$ cat src/rtl/sram_bus_arbiter.sv
// rtl/sram_bus_arbiter.sv - shares one async SRAM between the fetch and data ports with fixed wait states
// Optional round-robin conflict resolution: define SRAM_ARB_RR_EN (default build uses fixed data-first priority).
module sram_bus_arbiter #(
  parameter int ADDR_W      = 20,
  parameter int WAIT_CYCLES = 2
) (
  input  logic              clk,
  input  logic              rst,
  input  logic              if_ce_i,
  input  logic [31:0]       if_addr_i,
  output logic [31:0]       if_data_o,
  output logic              if_stall_o,
  input  logic              mem_ce_i,
  input  logic              mem_we_i,
  input  logic [3:0]        mem_sel_i,
  input  logic [31:0]       mem_addr_i,
  input  logic [31:0]       mem_data_i,
  output logic [31:0]       mem_data_o,
  output logic              mem_stall_o,
  input  logic              flush_i,
  output logic              sram_ce_n_o,
  output logic              sram_we_n_o,
  output logic [3:0]        sram_be_n_o,
  output logic [ADDR_W-1:0] sram_addr_o,
  output logic [31:0]       sram_wdata_o,
  input  logic [31:0]       sram_rdata_i
);

  typedef enum logic [1:0] {IDLE, ACCESS, DONE} state_t;

  localparam logic GRANT_INST = 1'b0;
  localparam logic GRANT_DATA = 1'b1;
  localparam int   CNT_W      = (WAIT_CYCLES > 1) ? $clog2(WAIT_CYCLES) : 1;
  localparam logic [CNT_W-1:0] CNT_LAST = CNT_W'(WAIT_CYCLES - 1);

  state_t              state, state_nxt;
  logic                grant, grant_nxt;
  logic                last_grant;
  logic [CNT_W-1:0]    cnt;
  logic [ADDR_W-1:0]   lat_addr;
  logic                lat_we;
  logic [3:0]          lat_sel;
  logic [31:0]         lat_wdata;
  logic                pick_data;

`ifdef SRAM_ARB_RR_EN
  // On a conflict the port that did not win last time goes first.
  assign pick_data = mem_ce_i & (!if_ce_i | (last_grant == GRANT_INST));
`else
  assign pick_data = mem_ce_i;
  logic unused_last_grant;
  assign unused_last_grant = last_grant;
`endif

  always_comb begin
    state_nxt = state;
    grant_nxt = grant;
    case (state)
      IDLE: begin
        if (mem_ce_i || if_ce_i) begin
          state_nxt = ACCESS;
          grant_nxt = pick_data ? GRANT_DATA : GRANT_INST;
        end
      end
      ACCESS: begin
        // A flushed fetch is discarded; a data access must finish to keep memory consistent.
        if (flush_i && (grant == GRANT_INST)) begin
          state_nxt = IDLE;
        end else if (cnt == CNT_LAST) begin
          state_nxt = DONE;
        end
      end
      DONE:    state_nxt = IDLE;
      default: state_nxt = IDLE;
    endcase
  end

  always_ff @(posedge clk) begin
    if (rst) begin
      state      <= IDLE;
      grant      <= GRANT_INST;
      last_grant <= GRANT_INST;
      cnt        <= '0;
      lat_addr   <= '0;
      lat_we     <= 1'b0;
      lat_sel    <= 4'h0;
      lat_wdata  <= 32'h0;
      if_data_o  <= 32'h0;
      mem_data_o <= 32'h0;
    end else begin
      state <= state_nxt;
      grant <= grant_nxt;
      if (state == IDLE && state_nxt == ACCESS) begin
        cnt <= '0;
        if (pick_data) begin
          lat_addr  <= mem_addr_i[ADDR_W+1:2];
          lat_we    <= mem_we_i;
          lat_sel   <= mem_sel_i;
          lat_wdata <= mem_data_i;
        end else begin
          lat_addr  <= if_addr_i[ADDR_W+1:2];
          lat_we    <= 1'b0;
          lat_sel   <= 4'hF;
        end
      end else if (state == ACCESS) begin
        cnt <= cnt + 1'b1;
        if (state_nxt == DONE) begin
          last_grant <= grant;
          if (!lat_we) begin
            if (grant == GRANT_INST) if_data_o  <= sram_rdata_i;
            else                     mem_data_o <= sram_rdata_i;
          end
        end
      end
    end
  end

  assign sram_ce_n_o  = (state != ACCESS);
  assign sram_we_n_o  = !((state == ACCESS) && lat_we);
  assign sram_be_n_o  = (state != ACCESS) ? 4'hF : (lat_we ? ~lat_sel : 4'h0);
  assign sram_addr_o  = lat_addr;
  assign sram_wdata_o = lat_wdata;

  assign if_stall_o  = !rst && if_ce_i  && !((state == DONE) && (grant == GRANT_INST));
  assign mem_stall_o = !rst && mem_ce_i && !((state == DONE) && (grant == GRANT_DATA));

  logic unused_addr_bits;
  assign unused_addr_bits = ^{if_addr_i[31:ADDR_W+2], if_addr_i[1:0],
                              mem_addr_i[31:ADDR_W+2], mem_addr_i[1:0]};

endmodule

$ cat config.mk
export PLATFORM = sky130hd
export DESIGN_NAME = sram_bus_arbiter
export DESIGN_NICKNAME = d
export VERILOG_FILES = /design/src/rtl/sram_bus_arbiter.sv
export SDC_FILE = /design/constraint.sdc
export NUM_CORES = 1
export LEC_CHECK = 0
export ABC_AREA = 1
export CAP_MARGIN = 20
export CELL_PAD_IN_SITES_DETAIL_PLACEMENT = 2
export CELL_PAD_IN_SITES_GLOBAL_PLACEMENT = 2
export CORE_MARGIN = 3
export CORE_UTILIZATION = 22
export CTS_BUF_LIST = sky130_fd_sc_hd__clkbuf_4 sky130_fd_sc_hd__clkbuf_8 sky130_fd_sc_hd__clkbuf_16
export CTS_CLUSTER_SIZE = 8
export DETAILED_ROUTE_END_ITERATION = 16
export PLACE_DENSITY = 0.85
export SYNTH_ARGS = -nofsm -noshare
export SYNTH_HDL_FRONTEND = slang
export SYNTH_SLANG_ARGS = --single-unit
$ cat constraint.sdc
create_clock -name clk -period 2.9 [get_ports clk]
set_clock_uncertainty 0.1 [all_clocks]
set_input_delay 0.58 -clock clk [delete_from_list [all_inputs] [get_ports clk]]
set_output_delay 0.58 -clock clk [all_outputs]
set_load 0.005 [all_outputs]
Word-level counts from Yosys, hierarchy flattened
Index checks and enable logic that the tools add are counted.
{"block": "op_classes", "addsub": 1, "multipliers": 0, "div_mod_pow": 0, "order_cmp": 0, "n_eq_ne": 5, "n_shift": 0, "mux": 10, "n_bitwise": 4, "n_reduce_logical": 20}
{"op": "2-to-1 mux 20 bit", "n": 1}
{"op": "2-to-1 mux 4 bit", "n": 3}
{"op": "AND reduction 5 bit", "n": 2}
{"op": "logical AND 1 bit", "n": 9}
{"op": "2-to-1 mux 2 bit", "n": 3}
{"op": "== test 2 x 1 -> 1 bit (second input constant)", "n": 2}
{"op": "== test 2 bit (second input constant)", "n": 2}
{"op": "zero test 1 bit", "n": 4}
{"op": "inverter 4 bit", "n": 1}
{"op": "one-hot mux 2 bit (2 select lines)", "n": 1}
{"op": "AND reduction 2 bit", "n": 2}
{"op": "inverter 1 bit", "n": 3}
{"op": "zero test 2 bit", "n": 1}
{"op": "2-to-1 mux 1 bit", "n": 2}
{"op": "!= test 2 x 1 -> 1 bit (second input constant)", "n": 1}
{"op": "OR reduction 2 bit", "n": 1}
{"op": "adder 1 bit (second input constant)", "n": 1}
{"op": "logical OR 1 bit", "n": 1}
{"block": "totals", "reg_bits": 125, "latchBits": 0, "mem_bits_rw": 0, "rom_bits": 0, "output_inout_bits": 124, "memories": 0}

Depth between registers and ports, before layout
{"block": "depth", "depth_word": 8, "ltp_mapped": 8, "mapped_depth_nobuf": 7}

Worst setup path after synthesis
Ideal clock, no wire load.
{"block": "synth_timing", "path_kind": "input-to-output", "startpoint": "input port rst", "endpoint": "output port mem_stall_o", "t_arrival_ps": 1322, "required_ps": 2220, "setup_slack_ps": 898, "cell_stages": 5, "cell_sequence": "inv_1 -> buf_2 -> buf_1 -> nand3_1 -> inv_1"}
{"block": "synth_via", "elab_chain_cells": 3}
{"element": "start, declared", "line": "8", "source": "input logic rst,"}
{"element": "zero test 1 bit", "line": "125", "source": "assign mem_stall_o = !rst && mem_ce_i && !((state == DONE) && (grant == GRANT_DATA));"}
{"element": "logical AND 1 bit (2 in a row)", "line": "125"}
{"element": "end, declared", "line": "19", "source": "output logic mem_stall_o,"}
No other way between the ends.

Final worst setup path
Same ends and word-level chain as after synthesis.

==> impl_metrics.ini <==
[floorplanning]
core_area_mm2 = 0.0228
io_pins = 262
initial_core_util = 0.226
dieWidth_um = 159
die_h_um = 159
rows = 55
dieArea_mm2 = 0.0253

[logic_synthesis]
synth_seq_area_share = 0.485
synth_edf_count = 0
synth_top_area_frac = 0.485
synth.avg_cell_area_um2 = 7.04
synth-seq-cells = 125
yosys.area_share.simple = 0.362
ys.flop_type = dfxtp_1
synth-compound-area-share = 0.0620
syn-cell-area_mm2 = 0.00516
synth.net_count = 872
synth.area.mux_share = 0
synth_warnings = 0
async_reset_ff_frac = 0
synth.distinct_cells = 19
netlist_instances = 734
synth_top_family_by_area = simple AND/OR/NAND/NOR gates
ys_top_cells_by_count = 243 x nor2_1, 131 x nand2_1, 125 x dfxtp_1
synth_fa_ha_area_frac = 0
yosys-top-cells-area = dfxtp_1 48%, nor2_1 18%, nand2_1 9.5%, nand3_1 6.8%, o21ai_0 3.7%
synth_xor_area_frac = 0
synth_most_common_cell = nor2_1
synth_top_cell_by_area = dfxtp_1

[pwr]
power_uw = 4660
p_comb_frac = 0.148
vdd_ir_drop_max_mv = 0.315
p_int_uw = 3470
switching_share = 0.255
p_leak_uw = 0.00343
cellPowerDensity_mw_per_mm2 = 559
p_clk_frac = 0.455
pwr-share-seq = 0.396
power.switching_uw = 1190

[placed_design]
place_congestion = 0.759
io_buffers = 237
place_hpwl_um = 15000
dpl-instance-area_mm2 = 0.00775
place_ws_ns = 0.196
dp.cells = 1248

[grt]
grt_overflow_total = 0
gr-usage-all-layers = 0.164
antenna_found_initial = 0
grt_pass1_vias = 6048
grt_start_max_net_pins = 74
grt_first_pass_wirelength_um = 33000

[worst_setup_path]
slowest_stage = clkdlybuf4s50_1
cp-end-kind = primary output
crit_chain = clkdlybuf4s50_1, clkinv_2, nand3_1, inv_1, clkdlybuf4s50_1
crit_top_cell = clkdlybuf4s50_1
rr_startpoint = lat_we
r2r_slack_ns = 1.08
critical_path_arrival_ns = 1.87
reg2reg_depth = 6
critPathKind = in -> out
startpoint_type = primary input
r2r-end = if_data_o[22]
critPathMaxStageDelay_ns = 0.57
path_max_fanout = 4
required_ns = 2.22

[clocking]
cts_hold_buf = 0
clk_pin_slew_ns = 0.06
clkLatencyLatePin_ns = 0.41
cts_made_buffers = 17
cts_buffer_depth = 2
htree_levels = 4
post_cts_buffers = 0
cts.sinks = 125
cts_resized = 0
cts_tree = yes
clockRootBuffer = clkbuf_16

[sta]
rsz0062_at_grt = no
worst_slew_pin_slew_ns = 0.749
post-route-min-period_ns = 2.55
hold_violations = 0
slew_viol_final = 0
fin_crit_sh = 0.880
finalSetupTns_ns = 0
layout_setup_ws_ns = 0.348
finalSetupViolations = 0
fmax_mhz = 392
max-slew-margin-rel = 0.501

[layout]
layout-drive-gt1-share = 0.0610
instances_no_fill = 1280
nets = 1092
area_delta_synth_final_pct = 61.4
antenna_cells = 0
final_area_mm2 = 0.00833

[routing]
via_per_inst = 4.33
drc = 0
wl_per_cell_um = 16.3
vias = 5541
ant_nets = 0
drt_iter0_markers = 215
drt_first_pass_iters = 4
wirelength_um = 20800

[min_path]
hp-class = reg -> reg
hp-start = if_data_o[29]
min_path_cells = 2
min_delay_worst_endpoint = if_data_o[29]

[job]
max_cap_viol_count = 0

[run_status]
status = finished clean
[through the flow]
stage,hold WS (ns),utilization
after floorplan,0.349,-
after global placement,0.362,0.339
after detailed placement,0.373,0.339
after CTS,0.387,0.365
after global routing,0.417,0.365
final,0.379,0.365
[logic make-up (layout without fill, tap and decap cells)]
kind of cell,Yosys count,after routing
simple gates,453,453
flops,125,125
buf+inv,92,325
compound gates,64,64
[placed cells by master (no fill, tap or decap), drive strengths merged]
master and n:
buf 9, nand2 131, nor2 249, clkinv 6, o21ai 61, dfxtp 125
inv 46, a21oi 3, nand3 71, clkdlybuf4s50 237, clkinvlp 4, bufinv 2
nand4 2, clkbuf 21
[state kept, by name (all words and copies together), names as in the netlist]
register / flops
lat_sel: 4
lat_we: 1
grant: 1
cnt: 1
sram_wdata_o: 32
sram_addr_o: 20
if_data_o: 32
mem_data_o: 32
state: 2
[power by group through the flow]
stage               combinational, uW  sequential [uW]  clock, uW
CTS                               708             1850       2190
floorplan                         278             1890          0
finish                            691             1850       2120
detailed placement                697             1880          0
global placement                  684             1880          0
global route                      769             1860       2260
[layer usage]
layer | global-route usage | part of all wire
met2 | 0.286 | 0.49
met4 | 0.0489 | 0.017
met3 | 0.0676 | 0.083
met1 | 0.182 | 0.41
met5 | 0 | 0
[worst max-delay path by stage]
| stage | start | depth (start not counted) | slack [ns] | to |
|---|---|---|---|---|
| global placement | mem_ce_i | 7 | 0.22 | lat_sel[3] |
| detailed placement | mem_ce_i | 7 | 0.20 | lat_sel[3] |
| floorplan | rst | 5 | 0.90 | mem_stall_o |
| finish | rst | 5 | 0.35 | mem_stall_o |
| CTS | lat_we | 3 | 0.32 | sram_be_n_o[3] |
| global route | rst | 5 | 0.26 | if_stall_o |
[area by class of cell]
cell class / count / area (um2)
fillers: 2649 / 14500
flip-flops and latches: 125 / 2500
repair buffers: 246 / 2490
multi-input cells: 517 / 2190
clock buffers: 21 / 462
well taps: 313 / 392
inverters: 47 / 180
clock inverters: 11 / 119
[critical path, delay by kind of cell]
kind                   cells  cell delay (ns)
buffers and inverters      4             1.19
AND/OR/NAND/NOR            1             0.10
(Power assumes the default switching activity.)
